$ cat src/rtl/tthbif_cfg_ctrl.sv
// UART-driven configuration controller: parses read/write command bytes and drives lane tap selects.
// Optional macro TTHBIF_CFG_WRITE_ACK_EN: successful writes answer with ack byte 0xA5.
module tthbif_cfg_ctrl #(
  parameter int unsigned TIMEOUT_CYCLES = 1000000
) (
  input  logic       clk_i,
  input  logic       rst_i,
  input  logic       en_i,
  input  logic       rx_data_valid_i,
  input  logic [7:0] rx_data_i,
  input  logic       tx_data_ready_i,
  output logic       tx_data_valid_o,
  output logic [7:0] tx_data_o,
  output logic [1:0] rx_flop_tap_sel_o,
  output logic [1:0] rx_comb_tap_sel_o,
  output logic [1:0] tx_flop_tap_sel_o,
  output logic [1:0] tx_comb_tap_sel_o,
  output logic       lane_en_o,
  output logic       busy_o
);

  localparam int unsigned CW = $clog2(TIMEOUT_CYCLES + 1);
  localparam logic [CW-1:0] CNT_LAST = CW'(TIMEOUT_CYCLES - 1);
  localparam logic [7:0] ERR_BYTE = 8'hEE;
  localparam logic [7:0] ACK_BYTE = 8'hA5;
  localparam logic [7:0] ID_BYTE  = 8'hB1;

  typedef enum logic [1:0] {IDLE, WDATA, RESP} state_t;

  state_t          state_q, state_d;
  logic            tx_valid_q, tx_valid_d;
  logic [7:0]      tx_data_q, tx_data_d;
  logic [1:0]      rx_flop_q, rx_flop_d;
  logic [1:0]      rx_comb_q, rx_comb_d;
  logic [1:0]      tx_flop_q, tx_flop_d;
  logic [1:0]      tx_comb_q, tx_comb_d;
  logic            lane_en_q, lane_en_d;
  logic [2:0]      addr_q, addr_d;
  logic [CW-1:0]   cnt_q, cnt_d;
  logic [7:0]      rd_data;

  // Readback value for the address carried in the incoming command byte
  always_comb begin
    rd_data = ERR_BYTE;
    case (rx_data_i[2:0])
      3'd0:    rd_data = {6'b0, rx_flop_q};
      3'd1:    rd_data = {6'b0, rx_comb_q};
      3'd2:    rd_data = {6'b0, tx_flop_q};
      3'd3:    rd_data = {6'b0, tx_comb_q};
      3'd4:    rd_data = {7'b0, lane_en_q};
      3'd5:    rd_data = ID_BYTE;
      default: rd_data = ERR_BYTE;
    endcase
  end

  always_comb begin
    state_d    = state_q;
    tx_valid_d = tx_valid_q;
    tx_data_d  = tx_data_q;
    rx_flop_d  = rx_flop_q;
    rx_comb_d  = rx_comb_q;
    tx_flop_d  = tx_flop_q;
    tx_comb_d  = tx_comb_q;
    lane_en_d  = lane_en_q;
    addr_d     = addr_q;
    cnt_d      = cnt_q;
    if (!en_i) begin
      state_d    = IDLE;
      tx_valid_d = 1'b0;
    end else begin
      case (state_q)
        IDLE: begin
          if (rx_data_valid_i) begin
            if (rx_data_i[6:3] != 4'd0) begin
              tx_data_d  = ERR_BYTE;
              tx_valid_d = 1'b1;
              state_d    = RESP;
            end else if (rx_data_i[7]) begin
              addr_d  = rx_data_i[2:0];
              cnt_d   = '0;
              state_d = WDATA;
            end else begin
              tx_data_d  = rd_data;
              tx_valid_d = 1'b1;
              state_d    = RESP;
            end
          end
        end
        WDATA: begin
          if (rx_data_valid_i) begin
            if (addr_q > 3'd4) begin
              tx_data_d  = ERR_BYTE;
              tx_valid_d = 1'b1;
              state_d    = RESP;
            end else begin
              case (addr_q)
                3'd0:    rx_flop_d = rx_data_i[1:0];
                3'd1:    rx_comb_d = rx_data_i[1:0];
                3'd2:    tx_flop_d = rx_data_i[1:0];
                3'd3:    tx_comb_d = rx_data_i[1:0];
                default: lane_en_d = rx_data_i[0];
              endcase
`ifdef TTHBIF_CFG_WRITE_ACK_EN
              tx_data_d  = ACK_BYTE;
              tx_valid_d = 1'b1;
              state_d    = RESP;
`else
              state_d    = IDLE;
`endif
            end
          end else if (cnt_q >= CNT_LAST) begin
            // Leaving at the last count keeps the counter from ever wrapping
            state_d = IDLE;
          end else begin
            cnt_d = cnt_q + 1'b1;
          end
        end
        RESP: begin
          if (tx_valid_q && tx_data_ready_i) begin
            tx_valid_d = 1'b0;
            state_d    = IDLE;
          end
        end
        default: state_d = IDLE;
      endcase
    end
  end

  always_ff @(posedge clk_i) begin
    if (rst_i) begin
      state_q    <= IDLE;
      tx_valid_q <= 1'b0;
      tx_data_q  <= '0;
      rx_flop_q  <= '1;
      rx_comb_q  <= '1;
      tx_flop_q  <= '1;
      tx_comb_q  <= '1;
      lane_en_q  <= 1'b0;
      addr_q     <= '0;
      cnt_q      <= '0;
    end else begin
      state_q    <= state_d;
      tx_valid_q <= tx_valid_d;
      tx_data_q  <= tx_data_d;
      rx_flop_q  <= rx_flop_d;
      rx_comb_q  <= rx_comb_d;
      tx_flop_q  <= tx_flop_d;
      tx_comb_q  <= tx_comb_d;
      lane_en_q  <= lane_en_d;
      addr_q     <= addr_d;
      cnt_q      <= cnt_d;
    end
  end

  assign tx_data_valid_o   = tx_valid_q;
  assign tx_data_o         = tx_data_q;
  assign rx_flop_tap_sel_o = rx_flop_q;
  assign rx_comb_tap_sel_o = rx_comb_q;
  assign tx_flop_tap_sel_o = tx_flop_q;
  assign tx_comb_tap_sel_o = tx_comb_q;
  assign lane_en_o         = lane_en_q;
  assign busy_o            = (state_q != IDLE);

endmodule
$ cat config.mk
export PLATFORM = sky130hd
export DESIGN_NAME = tthbif_cfg_ctrl
export DESIGN_NICKNAME = d
export VERILOG_FILES = /design/src/rtl/tthbif_cfg_ctrl.sv
export SDC_FILE = /design/constraint.sdc
export NUM_CORES = 1
export LEC_CHECK = 0
export ABC_AREA = 1
export BUFFER_PORTS_ARGS = -buffer_cell sky130_fd_sc_hd__buf_2
export CAP_MARGIN = 40
export CORE_MARGIN = 3
export CORE_UTILIZATION = 38
export CTS_BUF_LIST = sky130_fd_sc_hd__clkbuf_8
export CTS_CLUSTER_SIZE = 28
export DETAILED_ROUTE_END_ITERATION = 10
export PLACE_DENSITY = 0.54
export SLEW_MARGIN = 20
export SYNTH_ARGS = -nofsm -noshare
export SYNTH_HDL_FRONTEND = slang
export SYNTH_SLANG_ARGS = --single-unit
$ cat constraint.sdc
create_clock -name clk_i -period 2.2 [get_ports clk_i]
set_input_delay 0.11 -clock clk_i [delete_from_list [all_inputs] [get_ports clk_i]]
set_output_delay 0.11 -clock clk_i [all_outputs]
set_load 0.02 [all_outputs]
# Yosys cells after proc, flatten, opt, wreduce, memory -nomap -nowiden
# Cells that the tools add are included.
[word_totals] in_bits=13 output_inout_bits=19 regBits=43 word_cells=85
[op_classes] n_eq_ne=20 bitwise_logic=4 n_lt_le_gt_ge=2 reduce_logical=20 mux=28 add_sub_neg=1
[ops] cell="2-to-1 mux 20 bit" count=5
[ops] cell="case mux 8 bit (6 select lines)" count=1
[ops] cell="2-to-1 mux 8 bit" count=5
[ops] cell="case mux 20 bit (2 select lines)" count=1
[ops] cell="AND reduction 5 bit" count=6
[ops] cell="adder 20 x 1 -> 20 bit (second input constant)" count=1
[ops] cell="greater-or-equal comparator 20 bit (second input constant)" count=1
[ops] cell="!= test 2 bit (second input constant)" count=8
[ops] cell="case mux 8 bit (2 select lines)" count=1
[ops] cell="2-to-1 mux 2 bit" count=7
[ops] cell="== test 3 x 2 -> 1 bit (second input constant)" count=4
[ops] cell="AND reduction 6 bit" count=2
[ops] cell="AND reduction 7 bit" count=1
[ops] cell="== test 3 x 1 -> 1 bit (second input constant)" count=2
[ops] cell="== test 3 bit (second input constant)" count=2
[ops] cell="zero test 3 bit" count=2
[ops] cell="2-to-1 mux 1 bit" count=6
[ops] cell="!= test 3 bit (second input constant)" count=2
[ops] cell="case mux 2 bit (3 select lines)" count=1
[ops] cell="inverter 1 bit" count=4
[ops] cell="nonzero test 2 bit" count=2
[ops] cell="nonzero test 4 bit" count=1
[ops] cell="OR reduction 4 bit" count=1
[ops] cell="greater-than comparator 3 bit (second input constant)" count=1
[ops] cell="8 further kinds" count=8

# Longest topological paths before layout
[depth] word_depth=6 mapped_depth=12 mapped_depth_nobuf=11

# Worst setup path before layout
# OpenSTA, ideal clock, no wires.
[synth_timing] path_type="register to register" start="reg cnt_q[0]" end="reg cnt_q[7]" stages_incl_launch_ff=12 required_time_ns=2.085 n_path_buf=1 slack_ns=0.557 setup_ns=0.115 arrival_ns=1.529 period_less_slack_ns=1.643 cell_sequence="dfxtp_1 -> ha_1 -> nand2_2 -> nor2_4 -> nand2_1 -> nor2_1 -> nand2_1 -> nand3_1 -> nand2_2 -> buf_2 -> a21oi_1 -> nor2_1"
[synth_via] elab_chain_len=4 word_cells_on_any_way=7 classes_between="add/sub: 1; order compare: 1; eq/ne: 1; mux: 3; reduce/logical: 1"
[synth_rtl] item="start: declaration" line_no="39" rtl="logic [CW-1:0] cnt_q, cnt_d;"
[synth_rtl] item="start signal: assignment" line_no="151" rtl="cnt_q <= cnt_d;"
[synth_rtl] item="adder 20 x 1 -> 20 bit" line_no="115" rtl="cnt_d = cnt_q + 1'b1;"
[synth_rtl] item="2-to-1 mux 20 bit" line_no="111" rtl="end else if (cnt_q >= CNT_LAST) begin"
[synth_rtl] item="2-to-1 mux 20 bit" line_no="90" rtl="if (rx_data_valid_i) begin"
[synth_rtl] item="case mux 20 bit (2 select lines)" line_no="71" rtl="case (state_q)"
# Several ways; a longest one is shown, not always the timed one. The select of a mux whose other input is x is not followed.
# A chain may end at the register's enable or synchronous reset.

# Worst setup path in the final report
# Same ends and word-level chain as after synthesis.

==> impl_metrics.json <==
{
  "n_fill_cell": 705,
  "timing.reg2reg.setup_slack_ns": 0.31,
  "worst_setup_hold_path_clk_slew_ns": 0.09,
  "asyncSetResetFlopFracSynth": 0,
  "drt_iter0_drc": 120,
  "finish.utilization": 0.443,
  "worstHoldPathCells": 4,
  "gpl.final_weighted_congestion": 0.855,
  "wl_per_cell_um": 12.8,
  "powerDensity_mw_per_mm2": 543,
  "reg2reg_depth": 11,
  "synth_seq_area_share": 0.317,
  "grt_pass1_wl_um": 10900,
  "hold_viol": 0,
  "worstHoldStart": "tx_data_ready_i",
  "rsz0062_at_grt": "no",
  "number_of_buffers_inserted_by_hold_repair_at_cts": 0,
  "total_leakage_power_nw": 1.15,
  "chipHeight_um": 87.5,
  "standard_cell_row_count": 29,
  "numPortBuffers": 31,
  "n_antenna_cell": 0,
  "synth_flop_cell": "sky130_fd_sc_hd__dfxtp_1",
  "grt_start_max_net_pins": 26,
  "clk-insertion-delay-late_ns": 0.30,
  "setup_viol_count_final": 0,
  "syn_avg_cell_area_um2": 6.19,
  "synthesis.area_mm2": 0.00252,
  "hold_path_class": "input pin to flip-flop",
  "syn_inst": 408,
  "crit_path_top_delay_cell": "sky130_fd_sc_hd__dfxtp_1",
  "fin_nets": 448,
  "cts_tree": "done",
  "die_w_um": 87.5,
  "grt-ovfl-total": 0,
  "syn-num-nets": 422,
  "final-max-slew-violation-count": 0,
  "numCtsBuffers": 5,
  "synth.cells.most_frequent": "sky130_fd_sc_hd__nand2_1 (98), sky130_fd_sc_hd__nor2_1 (68), sky130_fd_sc_hd__nand3_1 (50)",
  "firstDrtPassIters": 4,
  "cp_cell_sequence": "ha_2 -> nand2_2 -> nor2_4 -> nand2_1 -> nor2_1 -> nand2_1 -> nand3_1 -> nand2_2 -> buf_4 -> a21oi_1 -> nor2_1",
  "via_per_inst": 5.16,
  "cts_max_path_buffers": 2,
  "worst_path_largest_cell_delay_ns": 0.43,
  "fin_crit_ns": 1.89,
  "cts_root_buf": "sky130_fd_sc_hd__clkbuf_8",
  "number_of_global_route_vias_before_repair": 2320,
  "worstSetupStartpointType": "flip-flop",
  "synthesis_warnings": 0,
  "path_max_fanout": 14,
  "floorplan.initialDensity": 0.395,
  "synth_most_common_cell": "sky130_fd_sc_hd__nand2_1",
  "synth.distinct_cells": 28,
  "total_core_area_mm2": 0.00639,
  "grt_use_total": 0.179,
  "timing.setup.tns_ns": 0,
  "cts_sinks": 40,
  "relSlewSlack": 0.516,
  "cts_max_level": 2,
  "synthToLayoutAreaGrowth_pct": 12.1,
  "synth_edf_count": 0,
  "drive_gt1_frac": 0.140,
  "cp_data_arrival_time_ns": 2.09,
  "via_count": 2643,
  "holdPathEnd": "state_q[1]",
  "tightest_slew_ns": 0.726,
  "critical_path.reg2reg.startpoint": "cnt_q[0]",
  "max_clock_freq_ghz": 0.528,
  "drc_violation_count_after_routing": 0,
  "critical_path.reg2reg.endpoint": "cnt_q[7]",
  "io_pins": 32,
  "synth-seq-cells": 40,
  "hpwlAfterDp_um": 4940,
  "worst_clock_skew_ns": 0.0159,
  "synth_top_cells_by_area": "sky130_fd_sc_hd__dfxtp_1 (32%), sky130_fd_sc_hd__nand2_1 (15%), sky130_fd_sc_hd__nor2_1 (10%), sky130_fd_sc_hd__nand3_1 (9.9%), sky130_fd_sc_hd__a21oi_1 (5.9%)",
  "period_share": 0.861,
  "critPathKind": "flip-flop to flip-flop",
  "crit_required_ns": 2.39,
  "max-vdd-ir-drop_mv": 0.314,
  "floorplan.die_area_mm2": 0.00766,
  "initial_antenna_violation_count": 0,
  "post_cts.resized_instances": 0,
  "drtAntennaViolNets": 0,
  "synth_top_cell_area_share": 0.317,
  "post-cts-setup-buffer-count": 0,
  "kind_of_end_point_of_the_critical_path": "flip-flop",
  "final.hold.worst_slack_ns": 0.108,
  "status": "complete, no violations",
  "max_cap_violations": 0,
  "synthDominantAreaCellType": "sky130_fd_sc_hd__dfxtp_1",
  "route.final.wire_length_um": 6550
}
==> area by class of cell <==
class	count	area (um^2)	share of cell area
Inverter	39	146	0.0517
Clock buffer	5	68.8	0.0243
Timing Repair Buffer	36	193	0.0681
Tap cell	77	96.3	0.0341
Sequential cell	40	801	0.283
Clock inverter	3	46.3	0.0164
Multi-Input combinational cell	312	1480	0.522
==> sequential cells by signal, indices dropped and copies added (netlist names), 2 cells and up <==
signal and flops:
rx_flop_tap_sel_o 2, addr_q 3, tx_data_o 5, state_q 2
cnt_q 20, rx_comb_tap_sel_o 2, tx_comb_tap_sel_o 2, tx_flop_tap_sel_o 2
==> worst max-delay path, delay by kind of cell, from the launching register on <==
family          cells  cell delay [ns]
compound gates      1             0.13
fa+ha+maj           1             0.26
buf+inv             1             0.23
flops               1             0.43
simple gates        8             0.73
==> cells by family (layout without fill, tap and decap cells) <==
family | count (synthesis) | count (layout) | synth area share
xor gates and xnor gates | 1 | 1 | 0.00347
buffers and inverters | 56 | 83 | 0.0982
AOI/OAI and AO/OA | 52 | 52 | 0.116
and+or+nand+nor | 258 | 258 | 0.461
adders and majority gates | 1 | 1 | 0.00496
DFF | 40 | 40 | 0.317
==> placed cells by master (no fill, tap or decap), types with 9 or more instances in the layout <==
cell	netlist	layout
sky130_fd_sc_hd__nand4_1	22	22
sky130_fd_sc_hd__nand2_1	98	98
sky130_fd_sc_hd__buf_2	3	31
sky130_fd_sc_hd__nand3_1	50	50
sky130_fd_sc_hd__o211ai_1	11	11
sky130_fd_sc_hd__dfxtp_1	40	40
sky130_fd_sc_hd__o21ai_0	9	9
sky130_fd_sc_hd__inv_1	36	36
sky130_fd_sc_hd__a21oi_1	30	30
sky130_fd_sc_hd__nor2_1	68	68
==> power breakdown <==
group / total [mW] / internal (mW) / leakage, nW / switching [mW]
logic: 0.149 / 0.0509 / 0.768 / 0.0976
registers: 0.757 / 0.740 / 0.324 / 0.0176
clock network: 0.631 / 0.342 / 0.0548 / 0.289
total: 1.54 / 1.13 / 1.15 / 0.404
==> through the flow <==
stage	setup slack, ns	power [mW]	area, um^2	std cells
detailed placement	0.289	0.925	2710	504
global route	0.0339	1.61	2830	512
finish	0.305	1.54	2830	512
floorplan	0.557	0.884	2520	408
global placement	0.342	0.924	2710	504
CTS	0.260	1.56	2830	512
==> how the worst max path moves through the flow <==
stage	depth (start not counted)	from	slack, ns	to
floorplan	11	cnt_q[0]	0.56	cnt_q[7]
global placement	11	cnt_q[0]	0.34	cnt_q[2]
detailed placement	11	cnt_q[0]	0.29	cnt_q[7]
CTS	12	cnt_q[0]	0.26	cnt_q[6]
global route	12	cnt_q[0]	0.03	cnt_q[6]
finish	11	cnt_q[0]	0.31	cnt_q[7]
==> layer usage <==
layer	track usage	share of wire	routed length, um	vias up
li1	-	-	-	1401
met1	0.222	0.46	2990	1178
met2	0.310	0.49	3180	56
met3	0.0322	0.039	258	8
met4	0.0614	0.018	116	0
met5	0	0	0	-
Note: power is estimated with default switching activity, not from simulation.
